File: src/rtl/debounce_botao_pkg.sv
// rtl/debounce_botao_pkg.sv - shared state encodings and debounce window defaults
package debounce_botao_pkg;

    localparam logic [1:0] IDLE      = 2'd0;
    localparam logic [1:0] ARMING    = 2'd1;
    localparam logic [1:0] PRESSED   = 2'd2;
    localparam logic [1:0] RELEASING = 2'd3;

    // Short window keeps simulation fast; board builds need 10 ms at 50 MHz.
    localparam int STABLE_CYCLES_SIM   = 4;
    localparam int STABLE_CYCLES_BOARD = 500000;

endpackage

File: src/rtl/sync_2ff.sv
// rtl/sync_2ff.sv - two-flop synchroniser for asynchronous external switch lines
module sync_2ff (
    input  logic clk,
    input  logic reset,
    input  logic d,
    output logic q
);

    logic sync_q1_q;
    logic sync_q2_q;

    always_ff @(posedge clk or posedge reset) begin
        if (reset) begin
            sync_q1_q <= 1'b0;
            sync_q2_q <= 1'b0;
        end else begin
            sync_q1_q <= d;
            sync_q2_q <= sync_q1_q;
        end
    end

    assign q = sync_q2_q;

endmodule

File: src/rtl/debounce_botao.sv
// rtl/debounce_botao.sv - button debouncer giving a clean level plus press/release pulses
module debounce_botao
    import debounce_botao_pkg::*;
#(
    parameter int STABLE_CYCLES = STABLE_CYCLES_SIM
) (
    input  logic clk,
    input  logic reset,
    input  logic press_raw,
    output logic press_clean,
    output logic press_pulse,
    output logic release_pulse
);

    localparam int CNT_W = $clog2(STABLE_CYCLES);
    localparam logic [CNT_W-1:0] CNT_LAST = CNT_W'(STABLE_CYCLES - 1);
    localparam logic [CNT_W-1:0] CNT_ONE  = CNT_W'(1);

    logic             sync_q;
    logic [1:0]       state_q, state_d;
    logic [CNT_W-1:0] cnt_q, cnt_d;
    logic             press_clean_q, press_clean_d;
    logic             press_pulse_q, press_pulse_d;
    logic             release_pulse_q, release_pulse_d;
    logic             cnt_done;

    sync_2ff u_sync (
        .clk   (clk),
        .reset (reset),
        .d     (press_raw),
        .q     (sync_q)
    );

    assign cnt_done = (cnt_q == CNT_LAST);

    always_ff @(posedge clk or posedge reset) begin
        if (reset) begin
            state_q         <= IDLE;
            cnt_q           <= '0;
            press_clean_q   <= 1'b0;
            press_pulse_q   <= 1'b0;
            release_pulse_q <= 1'b0;
        end else begin
            state_q         <= state_d;
            cnt_q           <= cnt_d;
            press_clean_q   <= press_clean_d;
            press_pulse_q   <= press_pulse_d;
            release_pulse_q <= release_pulse_d;
        end
    end

    always_comb begin
        state_d = state_q;
        case (state_q)
            IDLE:      if (sync_q) state_d = ARMING;
            ARMING: begin
                if (!sync_q)       state_d = IDLE;
                else if (cnt_done) state_d = PRESSED;
            end
            PRESSED:   if (!sync_q) state_d = RELEASING;
            RELEASING: begin
                if (sync_q)        state_d = PRESSED;
                else if (cnt_done) state_d = IDLE;
            end
            default:   state_d = IDLE;
        endcase
    end

    // The counter restarts on every state change, so it can never pass CNT_LAST.
    always_comb begin
        cnt_d           = '0;
        press_clean_d   = 1'b0;
        press_pulse_d   = 1'b0;
        release_pulse_d = 1'b0;
        case (state_q)
            IDLE: begin
                cnt_d = sync_q ? CNT_ONE : '0;
            end
            ARMING: begin
                if (sync_q && cnt_done) begin
                    press_clean_d = 1'b1;
                    press_pulse_d = 1'b1;
                end else if (sync_q) begin
                    cnt_d = cnt_q + CNT_ONE;
                end
            end
            PRESSED: begin
                press_clean_d = 1'b1;
                cnt_d         = sync_q ? '0 : CNT_ONE;
            end
            RELEASING: begin
                press_clean_d = 1'b1;
                if (!sync_q && cnt_done) begin
                    press_clean_d   = 1'b0;
                    release_pulse_d = 1'b1;
                end else if (!sync_q) begin
                    cnt_d = cnt_q + CNT_ONE;
                end
            end
            default: begin
                cnt_d = '0;
            end
        endcase
    end

    assign press_clean   = press_clean_q;
    assign press_pulse   = press_pulse_q;
    assign release_pulse = release_pulse_q;

endmodule

File: config.mk
export PLATFORM = sky130hd
export DESIGN_NAME = debounce_botao
export DESIGN_NICKNAME = d
export VERILOG_FILES = /design/src/rtl/debounce_botao_pkg.sv /design/src/rtl/sync_2ff.sv /design/src/rtl/debounce_botao.sv
export SDC_FILE = /design/constraint.sdc
export NUM_CORES = 1
export LEC_CHECK = 0
export BUFFER_PORTS_ARGS = -buffer_cell sky130_fd_sc_hd__buf_4
export CAP_MARGIN = 20
export CORE_AREA = 3 3 40 42
export CTS_BUF_LIST = sky130_fd_sc_hd__clkbuf_4
export DETAILED_ROUTE_END_ITERATION = 10
export DIE_AREA = 0 0 43 45
export PLACE_DENSITY = 0.37
export SLEW_MARGIN = 20
export SYNTH_ARGS = -nofsm -noshare
export SYNTH_HDL_FRONTEND = slang
export SYNTH_SLANG_ARGS = --single-unit
export TNS_END_PERCENT = 100
File: constraint.sdc
create_clock -name clk -period 2.6 [get_ports clk]
set_input_delay 0.26 -clock clk [delete_from_list [all_inputs] [get_ports clk]]
set_output_delay 0.26 -clock clk [all_outputs]
set_load 0.01 [all_outputs]
== Yosys cells after proc, flatten, opt, wreduce, memory -nomap -nowiden ==
Index checks and enable logic that the tools add are counted.

* Input port bits: 3
* Output and inout bits: 3
* Logic and storage cells: 41
* Register bits: 9

* Multiplexer cells: 20
* Equal/unequal tests: 8
* $add $sub $neg: 1
* Reductions and logical operators: 5

{| class="wikitable"
|+ Operators with widths
! cell !! number
|-
| $mux 2 || 10
|-
| $pmux 2 s4 || 2
|-
| $mux 1 || 7
|-
| $eq 2x2->1 const B || 3
|-
| $reduce_and 4->1 || 1
|-
| $ne 3x2->1 const B || 1
|-
| $ne 3x3->1 const B || 1
|-
| $pmux 1 s3 || 1
|-
| $add 2x1->2 const B || 1
|-
| $eq 2x1->1 const B || 1
|-
| $logic_and 1x1->1 || 2
|-
| $logic_not 2->1 || 1
|-
| $ne 2x1->1 const B || 1
|-
| $ne 2x2->1 const B || 1
|-
| $logic_not 1->1 || 1
|}

== Logic depth before layout (Yosys ltp) ==
Gate-level depths: netlist (run 1).

* Depth in word-level cells: 4
* Mapped depth: 3
* Depth with buffers taken out: 3

== Hierarchy ==
Synthesis (run 1) repeated with hierarchy kept, for this count alone.

* Cells, all modules: 23
* Area total of the unflattened synthesis: 322.8 µm²

{| class="wikitable"
|+ By module, submodules not included
! module !! cells an instance !! area an instance (µm²) !! times used !! seq. area each (µm²)
|-
| debounce_botao || 20 || 269.0 || 1 || 175.2
|-
| sync_2ff || 3 || 53.8 || 1 || 50.0
|}

== Worst setup path after synthesis (run 1) ==
OpenSTA, ideal clock, no wires.

* Kind: reg-to-reg
* Start: reg cnt_q[0]
* End: reg (tool-made name)
* Setup slack: 1479 ps
* Buffers on the path: 0
* Setup time: 127 ps
* Cell stages (with the launch flop): 4
* Required time: 2473 ps
* Arrival: 993 ps
* Clock period less this slack: 1121 ps
* Cells stage by stage: dfrtp_1 > ha_1 > nand2_2 > mux2_1

{| class="wikitable"
|+ RTL lines
! item !! line !! RTL
|-
| start: declaration || debounce_botao.sv:21 || <nowiki>logic [CNT_W-1:0] cnt_q, cnt_d;</nowiki>
|-
| start signal: assignment || debounce_botao.sv:45 || <nowiki>cnt_q <= cnt_d;</nowiki>
|}

==> results of run 1 <==
[worst max-delay path, delay by kind of cell, from the launching register on]
kind,cells,cell delay (ns)
and+or+nand+nor,1,0.12
DFF,1,0.38
muxes,1,0.33
adders and majority gates,1,0.25
[cell usage after synthesis (all sizes together)]
| master | count | area, um2 |
|---|---|---|
| dfrtp | 9 | 225 |
| mux2 | 2 | 22.5 |
| nand2 | 2 | 10.0 |
| nor3b | 2 | 15.0 |
| a21oi | 1 | 5.00 |
| ha | 1 | 12.5 |
| inv | 1 | 3.75 |
| nor2 | 1 | 3.75 |
| nor3 | 1 | 5.00 |
| o21a | 1 | 7.51 |
| xnor2 | 1 | 8.76 |
[timing repair]
action,4_1_cts,5_1_grt
hold endpoints to repair,9,0
hold buffers,1,0
setup buffers,0,0
setup endpoints to repair,0,0
[metrics by stage]
step / hold slack (ns) / util, % / power, W / instances
2_1_floorplan: 0.0879 / - / 0.000272 / 22
3_3_place_gp: 0.238 / 29.2 / 0.000298 / 42
3_5_place_dp: 0.248 / 29.2 / 0.000305 / 42
4_1_cts: 0.0984 / 32.3 / 0.000424 / 47
5_1_grt: 0.0929 / 32.3 / 0.000445 / 47
6_report: 0.116 / 32.3 / 0.000414 / 47
[worst max-delay path by stage]
stage / to / slack (ns) / start / cells past startpoint
after floorplan: register / 1.48 / cnt_q[0] / 3
after global routing: register / 1.37 / cnt_q[0] / 3
final: register / 1.41 / cnt_q[0] / 3
after global placement: register / 1.45 / cnt_q[0] / 3
after CTS: register / 1.40 / cnt_q[0] / 3
after detailed placement: register / 1.41 / cnt_q[0] / 3
[per-layer routing]
layer,GRT usage (%),share of wire (%)
met5,0,0
met4,3.61,0
met3,6.37,13
met2,6.59,43
met1,6.02,44
[power by group]
| part | total (W) | internal [W] | switching [W] |
|---|---|---|---|
| combinational | 0.0000912 | 0.0000496 | 0.0000416 |
| sequential | 0.000210 | 0.000181 | 0.0000295 |
| clock | 0.000112 | 0.0000692 | 0.0000433 |
| total | 0.000414 | 0.000300 | 0.000114 |
[logic make-up after synthesis]
family | synth area share [%]
flip-flops | 70.6
AND/OR/NAND/NOR | 10.6
AO/OA/AOI/OAI | 3.92
multiplexers | 7.06
XOR/XNOR | 2.75
buffers and inverters | 1.18
adder cells (fa/ha/maj) | 3.92
[final cells by class]
| type | instances | area, um2 | area share (%) |
|---|---|---|---|
| timing repair buffer | 6 | 47.5 | 11.4 |
| multi-input combinational | 12 | 90.1 | 21.7 |
| sequential | 9 | 225 | 54.2 |
| inverter | 1 | 3.75 | 0.904 |
| clock buffer | 4 | 30.0 | 7.23 |
| tap | 15 | 18.8 | 4.52 |
==> results_tabular.tex, run 1 <==
\begin{tabular}{lr}
\hline
Metric & Value \\
\hline
\multicolumn{2}{l}{\textbf{Drt}} \\
\quad Routed wire length & 452 um \\
\quad DRC marker count from the first detailed-route iteration & 2 \\
\quad Antenna Violating Nets Remaining & 0 \\
\quad Routed via count & 194 \\
\quad Vias per Instance & 4.13 \\
\quad Drt pass-1 iters & 2 \\
\quad Detail-routed net length per standard cell & 9.62 um \\
\quad Drc violations & 0 \\
\multicolumn{2}{l}{\textbf{Setup path}} \\
\quad Crit-path cells & ha\_1 -> nand2\_2 -> mux2\_1 \\
\quad Reg2Reg Launch Point & cnt\_q[0] \\
\quad R2r worst-path depth & 3 \\
\quad Biggest cell delay along the critical path & 0.38 ns \\
\quad Max stage delay cell, worst path & sky130\_fd\_sc\_hd\_\_dfrtp\_1 \\
\quad Element type at the critical path start & register \\
\quad Maximum fanout count along the critical path & 4 \\
\quad Crit. End Element & register \\
\quad Required @ worst endpoint & 2.73 ns \\
\quad Arrival time at the worst endpoint & 1.32 ns \\
\quad Kind of critical path & reg -> reg \\
\quad Register-to-Register Setup Slack & 1.41 ns \\
\multicolumn{2}{l}{\textbf{Clocking}} \\
\quad Clock insertion delay at the later pin of the skew report & 0.25 ns \\
\quad Number of buffers added by the clock tree synthesis step & 3 \\
\quad CTS HTree Levels & 1 \\
\quad CTS resizes & 0 \\
\quad Number of clock sinks seen by CTS & 9 \\
\quad Longest Clk Path Bufs & 2 \\
\quad Clock-pin slew on the worst setup and hold paths & 0.06 ns \\
\quad Clock root buffer master & sky130\_fd\_sc\_hd\_\_clkbuf\_4 \\
\quad CTS tree & done \\
\multicolumn{2}{l}{\textbf{Final layout}} \\
\quad Finished layout cell area & 415 um2 \\
\quad Total number of nets in the final design & 37 \\
\quad Top library cells by usage in the layout, fill and taps aside & sky130\_fd\_sc\_hd\_\_dfrtp\_1 (9), sky130\_fd\_sc\_hd\_\_buf\_4 (5), sky130\_fd\_sc\_hd\_\_clkbuf\_4 (4) \\
\quad Number of fill cells in the layout & 134 \\
\quad Area growth from synthesis to layout & 30.2\% \\
\quad Most common library cell in the layout ignoring fill and taps & sky130\_fd\_sc\_hd\_\_dfrtp\_1 \\
\quad Number of antenna repair diodes & 0 \\
\quad Fraction of final layout cells sized beyond drive strength 1 & 31.3\% \\
\multicolumn{2}{l}{\textbf{Global route}} \\
\quad Maximum number of pins on one net before global-route repair & 10 \\
\quad Total global-route track usage & 5.74\% \\
\quad First-pass GRT wire length & 710 um \\
\quad Vias in the first global route & 174 \\
\quad Global route overflow & 0 \\
\quad Number of antenna violations at the first check in global routing & 0 \\
\multicolumn{2}{l}{\textbf{Status}} \\
\quad Run status & finished, final reports clean \\
\multicolumn{2}{l}{\textbf{Worst hold path}} \\
\quad Type of the most critical hold path & in -> reg \\
\quad Worst min-delay path startpoint & press\_raw \\
\quad Hold depth & 1 \\
\quad WHS Endpoint & u\_sync.sync\_q1\_q \\
\multicolumn{2}{l}{\textbf{Timing}} \\
\quad Max Fclk & 841 MHz \\
\quad Headroom to the max-slew limit & 77.6\% \\
\quad Final hold violation count & 0 \\
\quad Clock period minus worst slack & 1.19 ns \\
\quad Final cycle utilization of the critical path & 45.8\% \\
\quad Number of failing setup endpoints in the final timing report & 0 \\
\quad Max-slew violation count & 0 \\
\quad Clock skew & 0.00233 ns \\
\quad RSZ-0062 raised after global routing & false \\
\quad Setup\_tns & 0 ns \\
\quad Transition time of the tightest slew-check pin & 0.336 ns \\
\quad Final Worst Setup Slack & 1.41 ns \\
\multicolumn{2}{l}{\textbf{Floorplan}} \\
\quad Vertical die dimension & 45 um \\
\quad Starting density of the core & 24.8\% \\
\quad Number of placed I/O pins & 6 \\
\quad Die Span X & 43 um \\
\quad Die ar. & 1940 um2 \\
\quad Standard-cell row count & 13 \\
\quad Core area & 1280 um2 \\
\multicolumn{2}{l}{\textbf{Place}} \\
\quad Final weighted congestion in routability-driven placement & 0.610 \\
\quad Cell area after placement & 375 um2 \\
\quad Detailed Place HPWL & 344 um \\
\quad Worst Setup Slack post-DPL & 1.41 ns \\
\quad PortBufs & 5 \\
\multicolumn{2}{l}{\textbf{Power and ir drop}} \\
\quad VDD IR-drop max & 0.367 mV \\
\quad Power Dens Cells & 997 nW/um2 \\
\quad Leakage power of the design & 0.201 nW \\
\multicolumn{2}{l}{\textbf{Flow run}} \\
\quad Number of max-cap violations & 0 \\
\multicolumn{2}{l}{\textbf{Logic synthesis}} \\
\quad Count of warnings emitted by yosys & 0 \\
\quad Seq/Total Area, Yosys & 70.6\% \\
\quad Post-synth cell types & 12 \\
\quad Synthesized net count & 26 \\
\quad Total standard cell area after synthesis & 319 um2 \\
\quad Synthesized netlist cell count & 22 \\
\quad Average instance area after synthesis & 14.5 um2 \\
\quad Synthesis-stage register bit count & 9 \\
\hline
\end{tabular}
Power figures use the tool's default switching activity.
==> inputs of run 2 (changes only) <==
--- a/config.mk
+++ b/config.mk
@@ -5,13 +5,14 @@
 export SDC_FILE = /design/constraint.sdc
 export NUM_CORES = 1
 export LEC_CHECK = 0
+export ABC_AREA = 1
 export BUFFER_PORTS_ARGS = -buffer_cell sky130_fd_sc_hd__buf_4
 export CAP_MARGIN = 20
 export CORE_AREA = 3 3 40 42
 export CTS_BUF_LIST = sky130_fd_sc_hd__clkbuf_4
 export DETAILED_ROUTE_END_ITERATION = 10
 export DIE_AREA = 0 0 43 45
-export PLACE_DENSITY = 0.37
+export PLACE_DENSITY = 0.38
 export SLEW_MARGIN = 20
 export SYNTH_ARGS = -nofsm -noshare
 export SYNTH_HDL_FRONTEND = slang
==> constraint.sdc (replaced) <==
create_clock -name clk -period 1.2 [get_ports clk]
set_input_delay 0.12 -clock clk [delete_from_list [all_inputs] [get_ports clk]]
set_output_delay 0.12 -clock clk [all_outputs]
set_load 0.01 [all_outputs]
==> results_tabular.tex, run 2 <==
\begin{tabular}{lr}
\hline
Metric & Value \\
\hline
\multicolumn{2}{l}{\textbf{Global route}} \\
\quad Number of antenna violations at the first check in global routing & 0 (unchanged) \\
\quad First-pass GRT wire length & 959 um (+35\%) \\
\quad Maximum number of pins on one net before global-route repair & 10 (unchanged) \\
\quad Total global-route track usage & 7.42\% (+1.7 points) \\
\quad Vias in the first global route & 246 (+41\%) \\
\quad Global route overflow & 0 (unchanged) \\
\multicolumn{2}{l}{\textbf{Logic synthesis}} \\
\quad Post-synth cell types & 10 (-2) \\
\quad Top flip-flop cell by instance count after synthesis & sky130\_fd\_sc\_hd\_\_dfrtp\_1 \\
\quad Synthesized netlist cell count & 32 (+45\%) \\
\quad Synthesis-stage register bit count & 9 (unchanged) \\
\quad Yosys top cell area share & 67.9\% (-2.7 points) \\
\quad Post-synth top area cell & sky130\_fd\_sc\_hd\_\_dfrtp\_1 \\
\quad Count of flip-flops with a built-in enable after synthesis & 0 (unchanged) \\
\quad Ranking of synthesized cells by area & sky130\_fd\_sc\_hd\_\_dfrtp\_1 (68\%), sky130\_fd\_sc\_hd\_\_inv\_1 (6.8\%), sky130\_fd\_sc\_hd\_\_nor2\_1 (6.8\%) \\
\quad Async set or reset register ratio after synthesis & 100\% (unchanged) \\
\quad Synthesized net count & 36 (+38\%) \\
\quad Total standard cell area after synthesis & 332 um2 (+3.9\%) \\
\quad Count of warnings emitted by yosys & 0 (unchanged) \\
\quad Seq/Total Area, Yosys & 67.9\% (-2.7 points) \\
\quad Most used standard cells in the synthesized netlist & sky130\_fd\_sc\_hd\_\_dfrtp\_1 (9), sky130\_fd\_sc\_hd\_\_inv\_1 (6), sky130\_fd\_sc\_hd\_\_nor2\_1 (6) \\
\quad Average instance area after synthesis & 10.4 um2 (-29\%) \\
\quad Count leader, synth & sky130\_fd\_sc\_hd\_\_dfrtp\_1 \\
\multicolumn{2}{l}{\textbf{Clocking}} \\
\quad CTS resizes & 0 (unchanged) \\
\quad Clock insertion delay at the later pin of the skew report & 0.26 ns (about the same) \\
\quad Post CTS Setup Buffer Count & 0 (unchanged) \\
\quad Longest Clk Path Bufs & 2 (unchanged) \\
\quad CTS HTree Levels & 1 (unchanged) \\
\quad Clock-pin slew on the worst setup and hold paths & 0.06 ns (about the same) \\
\quad Number of buffers added by the clock tree synthesis step & 3 (unchanged) \\
\quad Clock root buffer master & sky130\_fd\_sc\_hd\_\_clkbuf\_4 \\
\quad Number of clock sinks seen by CTS & 9 (unchanged) \\
\quad CTS tree & done \\
\multicolumn{2}{l}{\textbf{Timing}} \\
\quad Clock skew & 0.00358 ns (+0.00126 ns) \\
\quad Max Fclk & 984 MHz (+17\%) \\
\quad Headroom to the max-slew limit & 77.9\% (+0.30 points) \\
\quad Transition time of the tightest slew-check pin & 0.331 ns (-0.00455 ns) \\
\quad Number of failing setup endpoints in the final timing report & 0 (unchanged) \\
\quad Setup\_tns & 0 ns (unchanged) \\
\quad RSZ-0062 raised after global routing & false \\
\quad Max-slew violation count & 0 (unchanged) \\
\quad Clock period minus worst slack & 1.02 ns (-0.173 ns) \\
\quad Final hold violation count & 0 (unchanged) \\
\quad Final cycle utilization of the critical path & 84.7\% (+39 points) \\
\multicolumn{2}{l}{\textbf{Place}} \\
\quad PortBufs & 5 (unchanged) \\
\quad Cell area after placement & 388 um2 (+3.3\%) \\
\quad Detailed Place HPWL & 387 um (+12\%) \\
\quad Final weighted congestion in routability-driven placement & 0.697 (+14\%) \\
\multicolumn{2}{l}{\textbf{Power and ir drop}} \\
\quad Internal power component & 0.000656 W (+120\%) \\
\quad Combinational share of power & 26.0\% (+4.0 points) \\
\quad Sw frac & 30.5\% (+2.9 points) \\
\quad Switching power & 0.000288 W (+150\%) \\
\quad Leakage power of the design & 0.246 nW (+22\%) \\
\quad VDD IR-drop max & 0.655 mV (+78\%) \\
\quad Part of the total power dissipated in the clock network & 26.5\% (-0.7 points) \\
\quad Power Dens Cells & 2160 nW/um2 (+120\%) \\
\quad Relative contribution of sequential cells to total power & 47.5\% (-3.3 points) \\
\multicolumn{2}{l}{\textbf{Final layout}} \\
\quad Total number of nets in the final design & 48 (+30\%) \\
\quad Final core utilization & 34.1\% (+1.8 points) \\
\quad Most common library cell in the layout ignoring fill and taps & sky130\_fd\_sc\_hd\_\_dfrtp\_1 \\
\quad Area growth from synthesis to layout & 32.1\% \\
\quad Top library cells by usage in the layout, fill and taps aside & sky130\_fd\_sc\_hd\_\_dfrtp\_1 (9), sky130\_fd\_sc\_hd\_\_inv\_1 (6), sky130\_fd\_sc\_hd\_\_nor2\_1 (6) \\
\quad Fraction of final layout cells sized beyond drive strength 1 & 27.9\% (-3.3 points) \\
\quad Number of antenna repair diodes & 0 (unchanged) \\
\quad Finished layout cell area & 438 um2 (+5.4\%) \\
\multicolumn{2}{l}{\textbf{Floorplan}} \\
\quad Starting density of the core & 25.8\% (+0.97 points) \\
\quad Vertical die dimension & 45 um (unchanged) \\
\quad Die Span X & 43 um (unchanged) \\
\quad Die ar. & 1940 um2 (unchanged) \\
\quad Standard-cell row count & 13 (unchanged) \\
\quad Number of placed I/O pins & 6 (unchanged) \\
\quad Core area & 1280 um2 (unchanged) \\
\multicolumn{2}{l}{\textbf{Flow run}} \\
\quad Number of max-cap violations & 0 (unchanged) \\
\multicolumn{2}{l}{\textbf{Setup path}} \\
\quad Element type at the critical path start & register \\
\quad Maximum fanout count along the critical path & 4 (unchanged) \\
\quad Kind of critical path & reg -> reg \\
\quad Arrival time at the worst endpoint & 1.17 ns (-0.15 ns) \\
\quad Required @ worst endpoint & 1.35 ns (-1.38 ns) \\
\quad Crit. End Element & register \\
\multicolumn{2}{l}{\textbf{Drt}} \\
\quad DRC marker count from the first detailed-route iteration & 0 (-2) \\
\quad Drc violations & 0 (unchanged) \\
\quad Routed wire length & 494 um (+9.3\%) \\
\quad Routed via count & 224 (+15\%) \\
\quad Detail-routed net length per standard cell & 8.52 um (-11\%) \\
\quad Antenna Violating Nets Remaining & 0 (unchanged) \\
\quad Vias per Instance & 3.86 (-6.4\%) \\
\quad Drt pass-1 iters & 1 (-1) \\
\multicolumn{2}{l}{\textbf{Worst hold path}} \\
\quad Type of the most critical hold path & reg -> reg \\
\multicolumn{2}{l}{\textbf{Status}} \\
\quad Run status & finished, final reports clean \\
\hline
\end{tabular}
run 2: cell count changes in the layout (fill, tap and decap cells not counted), sizes merged, moves of 2 or more:
| cell | before | now |
|---|---|---|
| nor2 | 1 | 6 |
| nand2 | 2 | 6 |
| inv | 1 | 7 |
| nor3b | 2 | 0 |
| mux2 | 2 | 0 |
run 2: kinds of logic after synthesis:
logic type,count (synthesis),synth area share (%)
AND/OR/NAND/NOR,15,20.4
adder cells (fa/ha/maj),1,3.77
buffers and inverters,7,7.92
flip-flops,9,67.9
run 2: power by group through the flow:
stage / clock network, W / logic (W) / registers (W)
after detailed placement: 0 / 0.000251 / 0.000455
after CTS: 0.000265 / 0.000254 / 0.000450
after floorplan: 0 / 0.000170 / 0.000455
after global routing: 0.000280 / 0.000302 / 0.000457
after global placement: 0 / 0.000243 / 0.000452
final: 0.000250 / 0.000246 / 0.000449
run 2: per-stage QoR:
stage          setup slack (ns)  instances  hold WS [ns]  total power (W)
6_report                  0.183         58         0.352         0.000944
5_1_grt                  0.0517         58         0.377          0.00104
4_1_cts                   0.167         58         0.358         0.000969
3_5_place_dp              0.179         52         0.105         0.000706
3_3_place_gp              0.197         52         0.101         0.000695
2_1_floorplan             0.267         32       -0.0521         0.000624
run 2: what timing repair did:
action	CTS	global route
hold endpoints to repair	10	0
hold buffers	2	0
endpoints found under the setup margin	0	0
run 2: path summary, 6_finish.rpt:
kind / startpoint / end / slack [ns] / cells after the start
worst max-delay path: cnt_q[0] / press_clean / 0.18 / 5
worst min-delay path: u_sync.sync_q1_q / u_sync.q / 0.35 / 0
worst max register to register: cnt_q[0] / press_clean / 0.18 / 5
worst min register to register: u_sync.sync_q1_q / u_sync.q / 0.35 / 0
max in group asynchronous: reset / release_pulse / 0.58 / 3
min in group asynchronous: reset / state_q[0] / 0.37 / 3
run 2: worst max-delay path, cell delays in order, from the launching register on:
cell,delay [ns]
sky130_fd_sc_hd__dfrtp_1,0.38
sky130_fd_sc_hd__ha_1,0.24
sky130_fd_sc_hd__nand2_1,0.11
sky130_fd_sc_hd__nand2_1,0.06
sky130_fd_sc_hd__nand2_1,0.08
sky130_fd_sc_hd__inv_1,0.04
run 2: per-layer routing:
metal	wire length (um)	track usage (%)
met2	255	11.1
met3	30	4.78
met1	207	6.75
met5	0	0
met4	0	7.23
run 2: final cells by class:
type / count / area (um2)
clock buffer: 4 / 30.0
fill: 143 / 847
inverter: 7 / 26.3
multi-input combinational: 16 / 80.1
sequential: 9 / 225
tap: 15 / 18.8
timing repair buffer: 7 / 57.6
